===== src/rtl/pi_ctrl_pkg.sv =====
// Shared definitions for the fixed-point PI controller: Q-format constants,
// saturate/clamp helpers and the pipeline stage-valid type.
package pi_ctrl_pkg;

  localparam int unsigned DEF_FRAC_BITS = 12;
  localparam int unsigned ONE           = 1 << DEF_FRAC_BITS;

  // Wide working width for the width-generic helpers below.
  localparam int unsigned CALC_W = 128;
  typedef logic signed [CALC_W-1:0] calc_t;

  // One valid bit per pipeline stage; s3 is the output stage.
  typedef struct packed {
    logic s1;
    logic s2;
    logic s3;
  } pipe_vld_t;

  function automatic int unsigned max_u(input int unsigned a, input int unsigned b);
    return (a > b) ? a : b;
  endfunction

  // Saturate a value to the signed range of 'width' bits.
  function automatic calc_t sat_signed(input calc_t value, input int unsigned width);
    calc_t hi;
    calc_t lo;
    calc_t res;
    hi  = (calc_t'(1) <<< (width - 1)) - calc_t'(1);
    lo  = -hi - calc_t'(1);
    res = value;
    if (value > hi) res = hi;
    if (value < lo) res = lo;
    return res;
  endfunction

  // Clamp a value into [lo, hi].
  function automatic calc_t clamp(input calc_t value, input calc_t lo, input calc_t hi);
    calc_t res;
    res = value;
    if (value > hi) res = hi;
    if (value < lo) res = lo;
    return res;
  endfunction

endpackage


===== src/rtl/pi_sat_accum.sv =====
// Saturating integrator: adds di when enabled and not held; clear wins.
// integ_new_c_o is the value the register takes at the next edge.
module pi_sat_accum
  import pi_ctrl_pkg::*;
#(
  parameter int unsigned ACC_W = 40,
  parameter int unsigned DI_W  = 38
) (
  input  logic                    clk,
  input  logic                    rst,
  input  logic                    en_i,
  input  logic                    hold_i,
  input  logic                    clr_i,
  input  logic signed [DI_W-1:0]  di_i,
  output logic signed [ACC_W-1:0] integ_new_c_o
);

  localparam int unsigned ADD_W = max_u(ACC_W, DI_W) + 1;

  logic signed [ACC_W-1:0] integ_q;
  logic signed [ACC_W-1:0] integ_d;
  logic signed [ADD_W-1:0] add_raw;

  // Next integrator value: clear, saturating add, or hold.
  always_comb begin
    add_raw = ADD_W'(integ_q) + ADD_W'(di_i);
    integ_d = integ_q;
    if (clr_i) begin
      integ_d = '0;
    end else if (en_i && !hold_i) begin
      integ_d = ACC_W'(sat_signed(CALC_W'(add_raw), ACC_W));
    end
  end

  assign integ_new_c_o = integ_d;

  // Integrator state register.
  always_ff @(posedge clk) begin
    if (rst) begin
      integ_q <= '0;
    end else begin
      integ_q <= integ_d;
    end
  end

endmodule


===== src/rtl/pi_controller_fx.sv =====
// Three-stage fixed-point PI controller with Q-format runtime gains,
// saturating integrator, output clamp and conditional-integration anti-windup.
// Optional derivative term enabled by defining PI_D_TERM_EN (adds port kd).
module pi_controller_fx
  import pi_ctrl_pkg::*;
#(
  parameter int unsigned              DATA_W    = 32,
  parameter int unsigned              GAIN_W    = 18,
  parameter int unsigned              FRAC_BITS = DEF_FRAC_BITS,
  parameter int unsigned              ACC_W     = 40,
  parameter logic signed [DATA_W-1:0] OUT_MAX   = {1'b0, {(DATA_W-1){1'b1}}},
  parameter logic signed [DATA_W-1:0] OUT_MIN   = {1'b1, {(DATA_W-1){1'b0}}}
) (
  input  logic                     clk,
  input  logic                     rst,
  input  logic                     in_valid,
  input  logic signed [DATA_W-1:0] error,
  input  logic signed [GAIN_W-1:0] kp,
  input  logic signed [GAIN_W-1:0] ki,
`ifdef PI_D_TERM_EN
  input  logic signed [GAIN_W-1:0] kd,
`endif
  input  logic                     int_clr,
  output logic                     out_valid,
  output logic signed [DATA_W-1:0] out,
  output logic                     sat_hi,
  output logic                     sat_lo
);

  localparam int unsigned PROD_W  = DATA_W + GAIN_W;
  localparam int unsigned P_W     = PROD_W - FRAC_BITS;
`ifdef PI_D_TERM_EN
  localparam int unsigned DIFF_W  = DATA_W + 1;
  localparam int unsigned DPROD_W = DIFF_W + GAIN_W;
  localparam int unsigned D_W     = DPROD_W - FRAC_BITS;
  localparam int unsigned SUM_W   = max_u(max_u(ACC_W, P_W), D_W) + 2;
`else
  localparam int unsigned SUM_W   = max_u(ACC_W, P_W) + 1;
`endif
  localparam logic signed [SUM_W-1:0] MAX_EXT = SUM_W'(OUT_MAX);
  localparam logic signed [SUM_W-1:0] MIN_EXT = SUM_W'(OUT_MIN);

  pipe_vld_t               vld_q;
  logic signed [P_W-1:0]   p_q;
  logic signed [P_W-1:0]   di_q;
  logic signed [P_W-1:0]   p_d;
  logic signed [P_W-1:0]   di_d;
  logic signed [ACC_W-1:0] integ_new;
  logic                    hold;
  logic signed [SUM_W-1:0] sum_q;
  logic signed [SUM_W-1:0] sum_d;
  logic signed [DATA_W-1:0] out_q;
  logic signed [DATA_W-1:0] out_d;
  logic                    sat_hi_q;
  logic                    sat_lo_q;
  logic                    hi_d;
  logic                    lo_d;

  // S1 products: full-width multiply, arithmetic shift (floor).
  assign p_d  = P_W'((PROD_W'(error) * PROD_W'(kp)) >>> FRAC_BITS);
  assign di_d = P_W'((PROD_W'(error) * PROD_W'(ki)) >>> FRAC_BITS);

`ifdef PI_D_TERM_EN
  logic signed [DATA_W-1:0] prev_error_q;
  logic signed [D_W-1:0]    d_q;
  logic signed [D_W-1:0]    d_d;

  assign d_d = D_W'((DPROD_W'(DIFF_W'(error) - DIFF_W'(prev_error_q)) * DPROD_W'(kd)) >>> FRAC_BITS);

  // Derivative term and previous-error history.
  always_ff @(posedge clk) begin
    if (rst) begin
      prev_error_q <= '0;
      d_q          <= '0;
    end else begin
      if (in_valid) begin
        d_q <= d_d;
      end
      if (int_clr) begin
        prev_error_q <= '0;
      end else if (in_valid) begin
        prev_error_q <= error;
      end
    end
  end
`endif

  // Stage-valid shift register; reset drops everything in flight.
  always_ff @(posedge clk) begin
    if (rst) begin
      vld_q <= '0;
    end else begin
      vld_q.s1 <= in_valid;
      vld_q.s2 <= vld_q.s1;
      vld_q.s3 <= vld_q.s2;
    end
  end

  // S1 payload capture; gains only matter on accepted samples.
  always_ff @(posedge clk) begin
    if (rst) begin
      p_q  <= '0;
      di_q <= '0;
    end else if (in_valid) begin
      p_q  <= p_d;
      di_q <= di_d;
    end
  end

  // Anti-windup: skip integration that would push further into saturation.
  assign hold = (sat_hi_q && !di_q[P_W-1] && (di_q != '0)) ||
                (sat_lo_q &&  di_q[P_W-1]);

  pi_sat_accum #(
    .ACC_W (ACC_W),
    .DI_W  (P_W)
  ) u_accum (
    .clk           (clk),
    .rst           (rst),
    .en_i          (vld_q.s1),
    .hold_i        (hold),
    .clr_i         (int_clr),
    .di_i          (di_q),
    .integ_new_c_o (integ_new)
  );

`ifdef PI_D_TERM_EN
  assign sum_d = SUM_W'(p_q) + SUM_W'(integ_new) + SUM_W'(d_q);
`else
  assign sum_d = SUM_W'(p_q) + SUM_W'(integ_new);
`endif

  // S2 sum register.
  always_ff @(posedge clk) begin
    if (rst) begin
      sum_q <= '0;
    end else if (vld_q.s1) begin
      sum_q <= sum_d;
    end
  end

  assign hi_d  = (sum_q > MAX_EXT);
  assign lo_d  = (sum_q < MIN_EXT);
  assign out_d = DATA_W'(clamp(CALC_W'(sum_q), CALC_W'(OUT_MIN), CALC_W'(OUT_MAX)));

  // S3 clamped output and saturation flags, held between samples.
  always_ff @(posedge clk) begin
    if (rst) begin
      out_q    <= '0;
      sat_hi_q <= 1'b0;
      sat_lo_q <= 1'b0;
    end else if (vld_q.s2) begin
      out_q    <= out_d;
      sat_hi_q <= hi_d;
      sat_lo_q <= lo_d;
    end
  end

  assign out_valid = vld_q.s3;
  assign out       = out_q;
  assign sat_hi    = sat_hi_q;
  assign sat_lo    = sat_lo_q;

endmodule


===== config.mk =====
export PLATFORM = sky130hd
export DESIGN_NAME = pi_controller_fx
export DESIGN_NICKNAME = d
export VERILOG_FILES = /design/src/rtl/pi_ctrl_pkg.sv /design/src/rtl/pi_sat_accum.sv /design/src/rtl/pi_controller_fx.sv
export SDC_FILE = /design/constraint.sdc
export NUM_CORES = 2
export LEC_CHECK = 0
export BUFFER_PORTS_ARGS = -buffer_cell sky130_fd_sc_hd__buf_2
export CAP_MARGIN = 0
export CELL_PAD_IN_SITES_DETAIL_PLACEMENT = 1
export CELL_PAD_IN_SITES_GLOBAL_PLACEMENT = 1
export CORE_MARGIN = 3
export CORE_UTILIZATION = 52
export CTS_CLUSTER_SIZE = 30
export DETAILED_ROUTE_END_ITERATION = 12
export GPL_TIMING_DRIVEN = 0
export PLACE_DENSITY = 0.82
export SLEW_MARGIN = 20
export SYNTH_ARGS = -nofsm -noshare
export SYNTH_HDL_FRONTEND = slang
export SYNTH_SLANG_ARGS = --single-unit

===== constraint.sdc =====
create_clock -name clk -period 7.9 [get_ports clk]
set_input_delay 0.395 -clock clk [delete_from_list [all_inputs] [get_ports clk]]
set_output_delay 0.395 -clock clk [all_outputs]
set_load 0.03 [all_outputs]

=== Yosys cells after proc, flatten, opt, wreduce, memory -nomap -nowiden ===
Index checks and enable logic that the tools add are counted.

* Register bits after elaboration: 194
* Bits in latches: 0
* RAM bits: 0
* ROM bits: 0
* Input bits: 72
* Output and inout port bits: 35
* Word-level logic and storage cells: 34
* Memories: 0

* $add $sub $neg: 2
* $mul: 2
* Div/mod/pow operators: 0
* Order comparisons: 6
* Equal/unequal tests: 0
* Shift operators: 0
* Multiplexer cells: 6
* Bitwise gates (word level): 0
* Reductions and logical operators: 8

{| class="wikitable"
|+ Operators with widths
! kind !! number
|-
| 2-to-1 mux 40 bit || 4
|-
| multiplier 32 x 18 -> 50 bit || 2
|-
| greater-than comparator 41 x 32 -> 1 bit (second input constant) || 2
|-
| less-than comparator 41 x 32 -> 1 bit (second input constant) || 2
|-
| 2-to-1 mux 32 bit || 2
|-
| adder 38 x 40 -> 41 bit || 1
|-
| adder 40 x 38 -> 41 bit || 1
|-
| greater-than comparator 41 x 40 -> 1 bit (second input constant) || 1
|-
| less-than comparator 41 x 40 -> 1 bit (second input constant) || 1
|-
| nonzero test 38 bit || 1
|-
| logical AND 1 bit || 4
|-
| zero test 1 bit || 2
|-
| logical OR 1 bit || 1
|}

=== Depth between registers and ports, before layout ===
* Depth after elaboration: 9
* Depth in mapped cells: 27
* Mapped depth without buffers: 25

=== Cells and area by module ===
From an unflattened synthesis, not the netlist that was laid out.

* Cell total of the unflattened synthesis: 5754
* Area, all modules: 50474.7 µm²

{| class="wikitable"
|+ By module, submodules not included
! module !! instances !! cells each !! area an instance (µm²) !! sequential area each (µm²)
|-
| pi_controller_fx || 1 || 5182 || 46110.5 || 3083.0
|-
| pi_sat_accum || 1 || 572 || 4364.2 || 800.8
|}

=== Least setup slack after synthesis ===
OpenSTA, ideal clock, no wires.

* Kind: input port to flip-flop
* Start: input port error[12]
* End: register p_q[37]
* Library setup time: 0.128 ns
* Arrival time: 6.368 ns
* Data required time: 7.772 ns
* Setup slack: 1.404 ns
* Cell stages on the path: 25
* Buffers on the path: 2
* Cells stage by stage: clkbuf_1 > clkbuf_1 > nand2_1 > fa_1 > inv_1 > fa_1 > inv_1 > fa_1 > inv_1 > fa_1 > inv_1 > fa_1 > inv_1 > fa_1 > ha_1 > nand4_1 > a211oi_1 > o21ai_0 > a311o_1 > a31oi_1 > a21oi_1 > o211ai_1 > a31oi_1 > xnor2_1 > o21ai_0

* Cells in the longest elaborated chain, start to end: 1

{| class="wikitable"
|+ Ends and longest elaborated chain
! item !! RTL line !! source
|-
| from (decl) || pi_controller_fx.sv:17 || <nowiki>input logic signed [DATA_W-1:0] error,</nowiki>
|-
| multiplier 32 x 18 -> 50 bit || pi_controller_fx.sv:60 || <nowiki>assign p_d = P_W'((PROD_W'(error) * PROD_W'(kp)) >>> FRAC_BITS);</nowiki>
|-
| to (signal assigned) || pi_controller_fx.sv:105 || <nowiki>p_q <= p_d;</nowiki>
|-
| to (decl) || pi_controller_fx.sv:44 || <nowiki>logic signed [P_W-1:0] p_q;</nowiki>
|}

No other way between the ends.
A chain may end at the register's enable or synchronous reset.

=== Final worst setup path ===
* Start: input port error[14]
* End: register p_q[26]

The elaborated chain is that of the path after synthesis.

==> flow_metrics.env <==
export IMPL_yosys_warning_total=0
export IMPL_worst_setup_hold_path_clk_slew_ns=0.09
export IMPL_dpl_hpwl_um=156000
export IMPL_gr_max_usage_layer="met2"
export IMPL_antenna_violating_nets_post_route=0
export IMPL_viasPerCell=5.89
export IMPL_synth_edff_count=0
export IMPL_area_growth_pct=5.55
export IMPL_nFillCells=11100
export IMPL_ioPinCount=107
export IMPL_unrepaired_setup_endpoints_after_global_routing="yes"
export IMPL_syn_area_um2=49400
export IMPL_vias_in_the_first_global_route=45900
export IMPL_timing_max_transition_violations_final=0
export IMPL_clock_sinks=194
export IMPL_max_cap_violations=0
export IMPL_hold_viol=0
export IMPL_routed_wl_um=183000
export IMPL_initial_core_util=0.527
export IMPL_gpl_final_weighted_congestion=0.969
export IMPL_cp_data_required_time_ns=8.24
export IMPL_drt_pass1_iterations=5
export IMPL_globalRouteTotalUtil=0.379
export IMPL_cts_tree="done"
export IMPL_clk_lat_worst_skew_ns=0.48
export IMPL_setup_worst_path_start_class="input pin"
export IMPL_floorplan_rows=112
export IMPL_synth_seq_area_share=0.0787
export IMPL_cts_setup_buffers=0
export IMPL_iteration_0_drc_count_of_the_detailed_router=3523
export IMPL_overflow=0
export IMPL_post_synth_num_cell_types=77
export IMPL_postSynth_asyncResetShare=0
export IMPL_setup_worst_path_end_class="flop"
export IMPL_fp_coreArea_um2=93700
export IMPL_grt_first_pass_wirelength_um=277000
export IMPL_grt_max_degree=22
export IMPL_antenna_found_initial=31
export IMPL_min_path_type="reg -> reg"
export IMPL_final_setup_tns_ns=-0.106
export IMPL_wl_per_cell_um=26.1
export IMPL_time_the_final_worst_path_needs_with_i_o_delays_and_setup_ns=8.01
export IMPL_layout_setup_ws_ns=-0.106
export IMPL_tritoncts_num_buffers=17
export IMPL_slew_headroom=0.237
export IMPL_critical_path_class="in -> reg"
export IMPL_number_of_instances_in_the_synthesized_netlist=5621
export IMPL_syn_num_nets=7111
export IMPL_die_area_um2=98700
export IMPL_die_h_um=314
export IMPL_synthFlopType="sky130_fd_sc_hd__dfxtp_1"
export IMPL_worst_ep_arrival_time_ns=8.34
export IMPL_final_min_period_over_clock_period=1.01
export IMPL_drc_errors=0
export IMPL_ys_seq_elements=194
export IMPL_critical_path_max_fanout=10
export IMPL_worst_slew_pin_slew_ns=1.14
export IMPL_groute_layer_met1_usage=0.479
export IMPL_routed_via_count=41300
export IMPL_htree_levels=4
export IMPL_share_of_layout_cells_above_drive_strength_1=0.0375
export IMPL_violations="setup timing"
export IMPL_cts_buffer_depth=2
export IMPL_use_met2=0.597
export IMPL_run_status="finished with violations"
export IMPL_synthesis_area_per_instance_um2=8.78
export IMPL_report_final_setup_viol=1
export IMPL_worst_clk_skew_ns=0.0169
export IMPL_timing_fmax_mhz=125
export IMPL_nets=7205
export IMPL_die_width_um=314
export IMPL_number_of_buffer_cells_added_on_primary_ports=75
export IMPL_clockRootBuffer="sky130_fd_sc_hd__clkbuf_16"
export IMPL_global_route_usage_met3=0.0908
[critical path, stage by stage]
cell and delay [ns]:
sky130_fd_sc_hd__clkbuf_1 0.46, sky130_fd_sc_hd__clkbuf_1 0.66, sky130_fd_sc_hd__and2_1 0.26, sky130_fd_sc_hd__fa_1 0.39
sky130_fd_sc_hd__inv_1 0.12, sky130_fd_sc_hd__fa_1 0.53, sky130_fd_sc_hd__fa_1 0.51, sky130_fd_sc_hd__fa_1 0.43
sky130_fd_sc_hd__fa_1 0.52, sky130_fd_sc_hd__inv_1 0.05, sky130_fd_sc_hd__fa_1 0.46, sky130_fd_sc_hd__ha_1 0.37
sky130_fd_sc_hd__a211oi_1 0.47, sky130_fd_sc_hd__o311ai_0 0.37, sky130_fd_sc_hd__a21oi_1 0.34, sky130_fd_sc_hd__a31oi_2 0.24
sky130_fd_sc_hd__a41oi_1 0.39, sky130_fd_sc_hd__o21ai_0 0.16, sky130_fd_sc_hd__or2_2 0.30, sky130_fd_sc_hd__xnor2_1 0.73
sky130_fd_sc_hd__o21ai_0 0.15
[sequential cells by signal (all words and copies together), names as in the netlist]
| register | flops |
|---|---|
| sum_q | 41 |
| di_q | 38 |
| out_valid | 1 |
| vld_q | 2 |
| sat_hi | 1 |
| sat_lo | 1 |
| p_q | 38 |
| out | 32 |
| u_accum.integ_q | 40 |
[what timing repair did]
action,in CTS,in global routing
resized for setup,23,95
hold buffers,0,0
setup endpoints to repair,23,21
[final cells by class]
type	count	area, um^2	share of cell area
diodes	24	60.1	0.00115
plain buffers	313	1270	0.0244
clock buffers	17	425	0.00817
clock inverters	15	184	0.00353
inverters	1119	4200	0.0806
multi-input cells	3995	40100	0.770
flip-flops and latches	194	3880	0.0745
well taps	1254	1570	0.0301
repair buffers	75	375	0.00720
[synthesized netlist by cell type, types with 31 or more instances]
| master | number | share of area |
|---|---|---|
| sky130_fd_sc_hd__a21o_1 | 80 | 0.012 |
| sky130_fd_sc_hd__and2_1 | 328 | 0.042 |
| sky130_fd_sc_hd__o21ai_0 | 154 | 0.016 |
| sky130_fd_sc_hd__xor2_1 | 54 | 0.0096 |
| sky130_fd_sc_hd__xnor2_1 | 100 | 0.018 |
| sky130_fd_sc_hd__inv_1 | 1119 | 0.085 |
| sky130_fd_sc_hd__fa_1 | 1106 | 0.45 |
| sky130_fd_sc_hd__nor2_1 | 187 | 0.014 |
| sky130_fd_sc_hd__nand4_1 | 31 | 0.0039 |
| sky130_fd_sc_hd__nand2_1 | 915 | 0.070 |
| sky130_fd_sc_hd__clkbuf_1 | 284 | 0.022 |
| sky130_fd_sc_hd__nor3_1 | 49 | 0.0050 |
| sky130_fd_sc_hd__a21oi_1 | 171 | 0.017 |
| sky130_fd_sc_hd__mux2i_1 | 66 | 0.013 |
| sky130_fd_sc_hd__dfxtp_1 | 194 | 0.079 |
| sky130_fd_sc_hd__nand3_1 | 39 | 0.0040 |
| sky130_fd_sc_hd__ha_1 | 312 | 0.079 |
| sky130_fd_sc_hd__nand2b_1 | 109 | 0.014 |
[layout by cell type (no fill, tap or decap), types with 39 or more instances in the layout]
master                     instances
sky130_fd_sc_hd__fa_1           1106
sky130_fd_sc_hd__o21ai_0         154
sky130_fd_sc_hd__buf_2            89
sky130_fd_sc_hd__nor2_1          186
sky130_fd_sc_hd__nand2_1         915
sky130_fd_sc_hd__mux2i_1          66
sky130_fd_sc_hd__clkbuf_2         55
sky130_fd_sc_hd__xnor2_1          98
sky130_fd_sc_hd__ha_1            312
sky130_fd_sc_hd__inv_1          1119
sky130_fd_sc_hd__nand3_1          39
sky130_fd_sc_hd__nand2b_1        109
sky130_fd_sc_hd__clkbuf_1        225
sky130_fd_sc_hd__a21o_1           80
sky130_fd_sc_hd__and2_1          328
sky130_fd_sc_hd__nor3_1           49
sky130_fd_sc_hd__dfxtp_1         194
sky130_fd_sc_hd__xor2_1           52
sky130_fd_sc_hd__a21oi_1         171
[cell families (layout without fill, tap and decap cells)]
family / after synthesis / count (layout) / share of synthesized area
mux: 69 / 69 / 0.0141
simple gates: 1738 / 1738 / 0.163
flops: 194 / 194 / 0.0787
xor+xnor: 154 / 154 / 0.0273
buf+inv: 1432 / 1539 / 0.109
compound gates: 615 / 615 / 0.0796
fa+ha+maj: 1419 / 1419 / 0.528
other cells: 0 / 24 / 0
[routing by layer]
metal,share of wire,vias up
met3,0.10,629
met1,0.38,21300
met4,0.068,18
met2,0.45,2073
met5,0.00057,-
li1,-,17200
[stage by stage]
stage | std cells | setup slack (ns) | hold WS (ns) | util | cell area, um^2
after global placement | 6950 | -1.01 | 0.456 | 0.547 | 51300
after global routing | 6985 | -0.203 | 0.490 | 0.555 | 52000
after floorplan | 5621 | 1.40 | 0.420 | - | 49400
after detailed placement | 6950 | -1.09 | 0.456 | 0.547 | 51300
final | 7006 | -0.106 | 0.469 | 0.556 | 52100
after CTS | 6982 | 0.00995 | 0.464 | 0.554 | 52000
[path summary, 6_finish.rpt]
kind | start | to | slack (ns) | cells after the start
min reg2reg | out[14] | out[14] | 0.47 | 2
max reg2reg | di_q[0] | sum_q[38] | 0.34 | 26
max | error[14] | p_q[26] | -0.11 | 21
min | out[14] | out[14] | 0.47 | 2
Power is left out: the tool's default activity adds up to more than one toggle a clock period on the data nets, which glitch-free logic cannot reach.
